## config.mk

```make
export PLATFORM = sky130hd
export DESIGN_NAME = viterbi_acs
export DESIGN_NICKNAME = d
export VERILOG_FILES = /design/src/rtl/viterbi_acs.sv
export SDC_FILE = /design/constraint.sdc
export NUM_CORES = 1
export LEC_CHECK = 0
export CAP_MARGIN = 10
export CORE_AREA = 2 2 134 136
export CTS_CLUSTER_DIAMETER = 100
export DETAILED_ROUTE_END_ITERATION = 8
export DIE_AREA = 0 0 136 138
export DONT_BUFFER_PORTS = 1
export HOLD_SLACK_MARGIN = 0.1
export PLACE_DENSITY_LB_ADDON = 0.1
export SETUP_SLACK_MARGIN = 0.1
export SLEW_MARGIN = 30
export SYNTH_ARGS = -nofsm -noshare
export SYNTH_HDL_FRONTEND = slang
export SYNTH_SLANG_ARGS = --single-unit
```

## constraint.sdc

```tcl
create_clock -name clk -period 17.1 [get_ports clk]
set_input_delay 5.13 -clock clk [delete_from_list [all_inputs] [get_ports clk]]
set_output_delay 5.13 -clock clk [all_outputs]
set_load 0.01 [all_outputs]
```

## src/rtl/viterbi_acs.sv

```systemverilog
// Add-compare-select unit for a rate 1/2, K=3 (7,5 octal) Viterbi decoder.
// Updates the four path metrics once per accepted hard-decision symbol and
// presents survivor bits, metrics, best state and normalization flag through
// a valid/ready output stage with single-cycle latency.
module viterbi_acs #(
    parameter int PM_W    = 8,
    parameter int INIT_PM = 32
) (
    input  logic            clk,
    input  logic            rst,
    input  logic            in_valid,
    output logic            in_ready,
    input  logic [1:0]      rx_sym,
    input  logic            frame_start,
    output logic            out_valid,
    input  logic            out_ready,
    output logic [3:0]      surv,
    output logic [PM_W-1:0] pm0,
    output logic [PM_W-1:0] pm1,
    output logic [PM_W-1:0] pm2,
    output logic [PM_W-1:0] pm3,
    output logic [1:0]      best_state,
    output logic            norm
);

    localparam logic [PM_W-1:0] INIT_V   = PM_W'(INIT_PM);
    // Bit PM_W-1 of the candidate width; cleared in all states on normalization.
    localparam logic [PM_W:0]   MSB_MASK = (PM_W+1)'(1) << (PM_W - 1);

    logic [PM_W-1:0] pm_q     [4];
    logic [PM_W-1:0] src      [4];
    logic [PM_W:0]   cand     [4][2];
    logic [PM_W:0]   sel_pm   [4];
    logic [PM_W:0]   norm_pm  [4];
    logic [3:0]      new_surv;
    logic            new_norm;
    logic [1:0]      new_best;
    logic [PM_W:0]   min_pm;
    logic            accept;

    // Hamming distance between the received pair and the branch code of the
    // transition from predecessor {n[0], x} into state n.
    function automatic logic [1:0] branch_metric(input logic [1:0] rx,
                                                 input logic [1:0] n,
                                                 input logic       x);
        logic c0;
        logic c1;
        c0 = n[1] ^ n[0] ^ x;
        c1 = n[1] ^ x;
        return {1'b0, rx[1] ^ c0} + {1'b0, rx[0] ^ c1};
    endfunction

    assign in_ready = out_ready | ~out_valid;
    assign accept   = in_valid & in_ready;

    assign pm0 = pm_q[0];
    assign pm1 = pm_q[1];
    assign pm2 = pm_q[2];
    assign pm3 = pm_q[3];

    // Source metrics: stored values, or the frame-start seed values.
    always_comb begin
        for (int p = 0; p < 4; p++) begin
            if (frame_start)
                src[p] = (p == 0) ? '0 : INIT_V;
            else
                src[p] = pm_q[p];
        end
    end

    // Add-compare-select per state; ties keep the x=0 predecessor.
    always_comb begin
        for (int n = 0; n < 4; n++) begin
            for (int x = 0; x < 2; x++) begin
                cand[n][x] = {1'b0, src[{n[0], x[0]}]}
                           + (PM_W+1)'(branch_metric(rx_sym, 2'(n), x[0]));
            end
            new_surv[n] = (cand[n][1] < cand[n][0]);
            sel_pm[n]   = new_surv[n] ? cand[n][1] : cand[n][0];
        end
    end

    // Normalization and minimum-metric search on the normalized values.
    always_comb begin
        new_norm = 1'b1;
        for (int n = 0; n < 4; n++)
            new_norm = new_norm & sel_pm[n][PM_W-1];
        for (int n = 0; n < 4; n++)
            norm_pm[n] = new_norm ? (sel_pm[n] & ~MSB_MASK) : sel_pm[n];
        new_best = 2'd0;
        min_pm   = norm_pm[0];
        for (int n = 1; n < 4; n++) begin
            if (norm_pm[n] < min_pm) begin
                min_pm   = norm_pm[n];
                new_best = 2'(n);
            end
        end
    end

    // Result and metric registers: load on acceptance, hold under backpressure.
    // NOTE: the metric array is only four words, so it is reset like any register.
    always_ff @(posedge clk) begin
        if (rst) begin
            out_valid  <= 1'b0;
            surv       <= '0;
            best_state <= '0;
            norm       <= 1'b0;
            pm_q[0]    <= '0;
            for (int n = 1; n < 4; n++)
                pm_q[n] <= INIT_V;
        end else if (accept) begin
            out_valid  <= 1'b1;
            surv       <= new_surv;
            best_state <= new_best;
            norm       <= new_norm;
            for (int n = 0; n < 4; n++)
                pm_q[n] <= norm_pm[n][PM_W-1:0];
        end else if (out_ready) begin
            out_valid <= 1'b0;
        end
    end

endmodule

```

# Word level (Yosys, flattened, before mapping)
# Memory sizes are Yosys's and may differ from the RTL's.
# Cells that the tools add are included.
[op_classes]
add_sub_neg = 12
n_lt_le_gt_ge = 7
n_mux = 28
n_bitwise = 12
n_reduce_logical = 1
[ops]
columns = ["cell", "n"]
rows = [
  ["two-way mux 8 bit", 12],
  ["adder 8 x 2 -> 9 bit", 8],
  ["< comparator 9 bit", 7],
  ["two-way mux 9 bit", 6],
  ["adder 1 x 1 -> 2 bit", 4],
  ["two-way mux 1 bit", 8],
  ["OR 1 bit", 5],
  ["bitwise AND 1 bit", 4],
  ["two-way mux 2 bit", 2],
  ["NOT 1 bit", 3],
  ["nonzero test 2 bit", 1],
]
[word_totals]
reg_bits = 8
mem_bits_rw = 32
input_bits = 7
mem_count = 1
[memory_table]
columns = ["name", "depth", "word_bits", "read_ports", "rd_ports_with_merged_regs", "write_ports", "line_no", "source"]
rows = [
  ["pm_q", 4, 8, 4, 0, 4, "30", "logic [PM_W-1:0] pm_q [4];"],
]

# Longest topological paths before layout
[depth]
word_depth = 15
mapped_depth = 55
ltp_nobuf = 52

# Least setup slack after synthesis
# OpenSTA, ideal clock, no wires.
[synth_timing]
path_type = "input to register"
from = "input port frame_start"
to = "register best_state[0]"
setup_ps = 79
arrival_ps = 14348
setup_slack_ps = 2673
path_stages = 52
n_path_buf = 5
path_cell_list = "buf_2 clkbuf_1 buf_1 clkbuf_1 nor2b_1 ha_1 maj3_2 nand4_1 xor2_1 nor2_1 inv_1 ha_1 and3_1 a221oi_1 nand2_1 a21oi_4 clkbuf_1 nor2_1 (+16 left out) a21o_1 a21o_1 a21oi_1 and2_1 a31oi_4 mux2_4 ha_1 a21oi_1 nor2b_1 o21ai_0 nand2b_1 a21oi_1 nor2b_1 o21ai_0 nand2b_1 a211oi_1 o31ai_1 o211ai_1"
[synth_via]
elab_chain_len = 14
[synth_rtl]
columns = ["element", "line_no", "source"]
rows = [
  ["from (decl)", "14", "input logic frame_start,"],
  ["two-way mux 8 bit", "64", "if (frame_start)"],
  ["adder 8 x 2 -> 9 bit", "76", "+ (PM_W+1)'(branch_metric(rx_sym, 2'(n), x[0]));"],
  ["< comparator 9 bit", "78", "new_surv[n] = (cand[n][1] < cand[n][0]);"],
  ["two-way mux 9 bit", "79", "sel_pm[n] = new_surv[n] ? cand[n][1] : cand[n][0];"],
  ["bitwise AND 1 bit (3 in a row)", "87", "new_norm = new_norm & sel_pm[n][PM_W-1];"],
  ["two-way mux 8 bit", "89", "norm_pm[n] = new_norm ? (sel_pm[n] & ~MSB_MASK) : sel_pm[n];"],
  ["< comparator 9 bit", "93", "if (norm_pm[n] < min_pm) begin"],
  ["two-way mux 9 bit", "93", ""],
  ["< comparator 9 bit", "93", ""],
  ["two-way mux 9 bit", "93", ""],
  ["< comparator 9 bit", "93", ""],
  ["two-way mux 2 bit (*)", "93", ""],
  ["to (signal assigned)", "114", "best_state <= new_best;"],
  ["to (decl)", "22", "output logic [1:0] best_state,"],
]
# Every way passes the cells marked *; elsewhere a longest branch is shown, timed or not.
# A chain may end at the register's enable or synchronous reset.

# Worst setup path in the final report
[layout_timing]
from = "input port rx_sym[0]"
to = "register best_state[1]"
[layout_via]
elab_chain_len = 15
[layout_rtl]
columns = ["element", "line_no", "source"]
rows = [
  ["from (decl)", "13", "input logic [1:0] rx_sym,"],
  ["NOT 1 bit (no source line)", "n/a", ""],
  ["adder 1 x 1 -> 2 bit", "50", "return {1'b0, rx[1] ^ c0} + {1'b0, rx[0] ^ c1};"],
  ["adder 8 x 2 -> 9 bit", "76", ""],
  ["< comparator 9 bit", "78", ""],
  ["two-way mux 9 bit", "79", ""],
  ["bitwise AND 1 bit (3 in a row)", "87", ""],
  ["two-way mux 8 bit", "89", ""],
  ["< comparator 9 bit", "93", ""],
  ["two-way mux 9 bit", "93", ""],
  ["< comparator 9 bit", "93", ""],
  ["two-way mux 9 bit", "93", ""],
  ["< comparator 9 bit", "93", ""],
  ["two-way mux 2 bit (*)", "93", ""],
]
# Marked as above.

==> metrics.cfg <==
[synth]
ys_ff_latch = 40
synthesis.area_um2 = 5130
synth_flop_cell = edfxtp_1
ys_seq_area_share_pct = 21.9
synth.net_count = 691
synth_edf_count = 32
yosysWarningCount = 0
ys_types = 75
syn_inst = 615
yosys-top-cells-area = edfxtp_1 19%, ha_1 16%, nor2_1 4.5%
synth-async-reset-ratio_pct = 0
synth_largest_area_cell = edfxtp_1
synth_top_area_share_pct = 18.7
synth.avg_cell_area_um2 = 8.34

[drt]
drt_iter0_markers = 279
wl_per_cell_um = 20.5
drc_errors = 0
antenna_left = 0
wl_um = 17100
route.vias.total = 4449
drt-vias-per-instance = 5.33
first_pass_iters = 5

[cts]
cts_resized = 0
clockBufferDepth = 2
cts_root_buffer = clkbuf_16
clk_pin_slew_ns = 0.07
clock-sinks = 40
cts_buffers = 5
h-tree-depth = 2
cts_setup_buffers = 0
clkLatencyLatePin_ns = 0.30
cts_tree = done
postCtsHoldBufs = 0

[critical_path]
r2r_end = best_state[1]$_SDFFE_PP0P_
end_kind = flip-flop
crit_path_max_fanout = 16
path_common_cell = a21o_1
critical_path_class = input port to flip-flop
worstSetupPathDepth = 46
reg2reg_slack_ns = 7.04
start_kind = input port
r2r-start = pm_q[0][0]$_SDFFCE_PN0P_
cp.arrival_ns = 14.80
cp.buffers_inverters = 1
critPathRequiredTime_ns = 17.32
crit_slowest_cell = nor4bb_1
cpPeakStageDelay_ns = 0.56
crit_family = compound AO/OA/AOI/OAI gates
reg2reg_depth = 47

[placement]
port_buffers = 0
dp.cells = 827
place_ws_ns = 2.29
dpl.hpwl_um = 13800
gp_congestion = 0.836

[sta]
maxSlewViolCount = 0
finalSetupViolCount = 0
hold_viol_final = 0
setup_tns_ns = 0
tightest_slew_ns = 0.897
post-route-period-util_pct = 85.3
slew_headroom_pct = 38.5
max_freq_mhz = 68.6
rsz0062_at_grt = no
setup_slack_ns = 2.52
min_period_ns = 14.58
skew_ns = 0.0110

[finish]
drive_above_1_share_pct = 9.24
area_growth_syn_to_layout_pct = 7.76
stdcell_count = 835
antennaDiodeCount = 0
fin_nets = 681

[die]
row_count = 49
fp.dieH_um = 138
start_util_pct = 29.2
fp.dieW_um = 136
core_um2 = 17500
ioPinCount = 48
die_area_um2 = 18800

[power_and_ir_drop]
vdd_ir_drop_max_uv = 53.1
powerDensity_nw_per_um2 = 115
p_leak_nw = 2.24

[global_route]
antenna_found_initial = 0
grt_pass1_wl_um = 25900
globalRouteOverflowTotal = 0
grt_pass1_vias = 4285
groute.usage.overall_pct = 18.1
grt_max_degree = 49

[outcome]
status = finished, final reports clean

[hold_path]
hold_start = surv[2]$_SDFFE_PP0P_
holdPathStages = 2
hold_end = surv[2]$_SDFFE_PP0P_
hp-class = flip-flop to flip-flop

[job]
maxCapViolCount = 0

==> logic make-up (layout without fill, tap and decap cells) <==
family,Yosys count,count (layout),synth area share (%)
XOR/XNOR,44,44,7.52
adder cells (fa/ha/maj),75,75,18.4
multiplexers,30,30,6.49
AO/OA/AOI/OAI,143,143,19.6
flip-flops,40,40,21.9
AND/OR/NAND/NOR,219,219,21.1
buffers and inverters,64,55,5.03
==> cell usage in the layout (no fill, tap or decap), drive strengths merged, types with 3 or more instances in the layout <==
cell type,instances
mux2i,20
a21oi,50
mux2,10
nand4,12
a21o,20
dfxtp,8
xor2,25
a211o,4
nand2,57
xnor2,19
o21ai,25
nor3,5
inv,43
buf,3
and3,9
a211oi,6
or3,3
o31ai,3
maj3,6
ha,67
nor2,63
edfxtp,32
and2,16
or2,4
nor2b,16
clkbuf,7
nand2b,11
nand3,15
o211ai,7
==> where the power goes <==
group	leakage [nW]	internal, mW	total (mW)	switching [mW]
logic	1.75	0.158	0.383	0.225
registers	0.407	0.118	0.139	0.0215
clock network	0.0852	0.0674	0.113	0.0456
==> through the flow <==
step                      power, mW  util [%]  hold slack (ns)  instance area, um^2
after floorplan               0.430         -            0.483                 5130
after global placement        0.520      30.5            0.512                 5340
after detailed placement      0.523      30.5            0.509                 5350
after CTS                     0.640      31.5            0.529                 5520
after global routing          0.690      31.5            0.555                 5520
final                         0.635      31.5            0.524                 5520
==> worst max path at each step <==
stage / endpoint / slack, ns / startpoint
2_1_floorplan: best_state[0]$_SDFFE_PP0P_ / 2.67 / frame_start
3_3_place_gp: best_state[0]$_SDFFE_PP0P_ / 2.46 / rx_sym[0]
3_5_place_dp: best_state[1]$_SDFFE_PP0P_ / 2.29 / rx_sym[0]
4_1_cts: best_state[1]$_SDFFE_PP0P_ / 2.58 / rx_sym[0]
5_1_grt: best_state[1]$_SDFFE_PP0P_ / 1.80 / rx_sym[0]
6_report: best_state[1]$_SDFFE_PP0P_ / 2.52 / rx_sym[0]
==> metal layers <==
metal  vias to the layer above  part of all wire [%]  global-route usage (%)
met5                         -                     0                       0
met2                       113                    45                    28.1
li1                       2178                     -                       -
met1                      2147                    49                    26.5
met3                        11                   5.6                    3.23
met4                         0                  0.90                    3.18
==> flip-flops by register name, summed over array words and instances, names as in the netlist <==
register    cells
best_state      2
pm_q           32
norm            1
surv            4
out_valid       1
==> cells in the mapped netlist, drive strengths merged (4+ instances only) <==
cell type / n
nand2: 57
clkbuf: 13
inv: 43
nor3: 5
nand4: 12
ha: 67
nand2b: 11
a211o: 4
or2: 4
xnor2: 19
nor2: 63
nand3: 15
edfxtp: 32
maj3: 6
a211oi: 6
mux2: 10
and3: 9
buf: 7
dfxtp: 8
xor2: 25
a21o: 20
o211ai: 7
nor2b: 16
and2: 16
mux2i: 20
a21oi: 50
o21ai: 25
==> area by class of cell <==
cell class / count / area [um^2]
Fill cell: 1875 / 12000
Sequential cell: 40 / 1120
Timing Repair Buffer: 3 / 22.5
Multi-Input combinational cell: 511 / 3750
Tap cell: 229 / 287
Clock buffer: 7 / 164
Clock inverter: 1 / 8.76
Inverter: 44 / 166
==> worst reg2reg max path: cells and delay by family, from the launching register on <==
family | cells | cell delay, ns
buffers and inverters | 1 | 0.08
AOI/OAI and AO/OA | 23 | 4.83
DFF | 1 | 0.43
xor gates and xnor gates | 1 | 0.17
adders and majority gates | 6 | 1.92
muxes | 2 | 0.69
and+or+nand+nor | 14 | 1.88
Power figures use the tool's default switching activity.
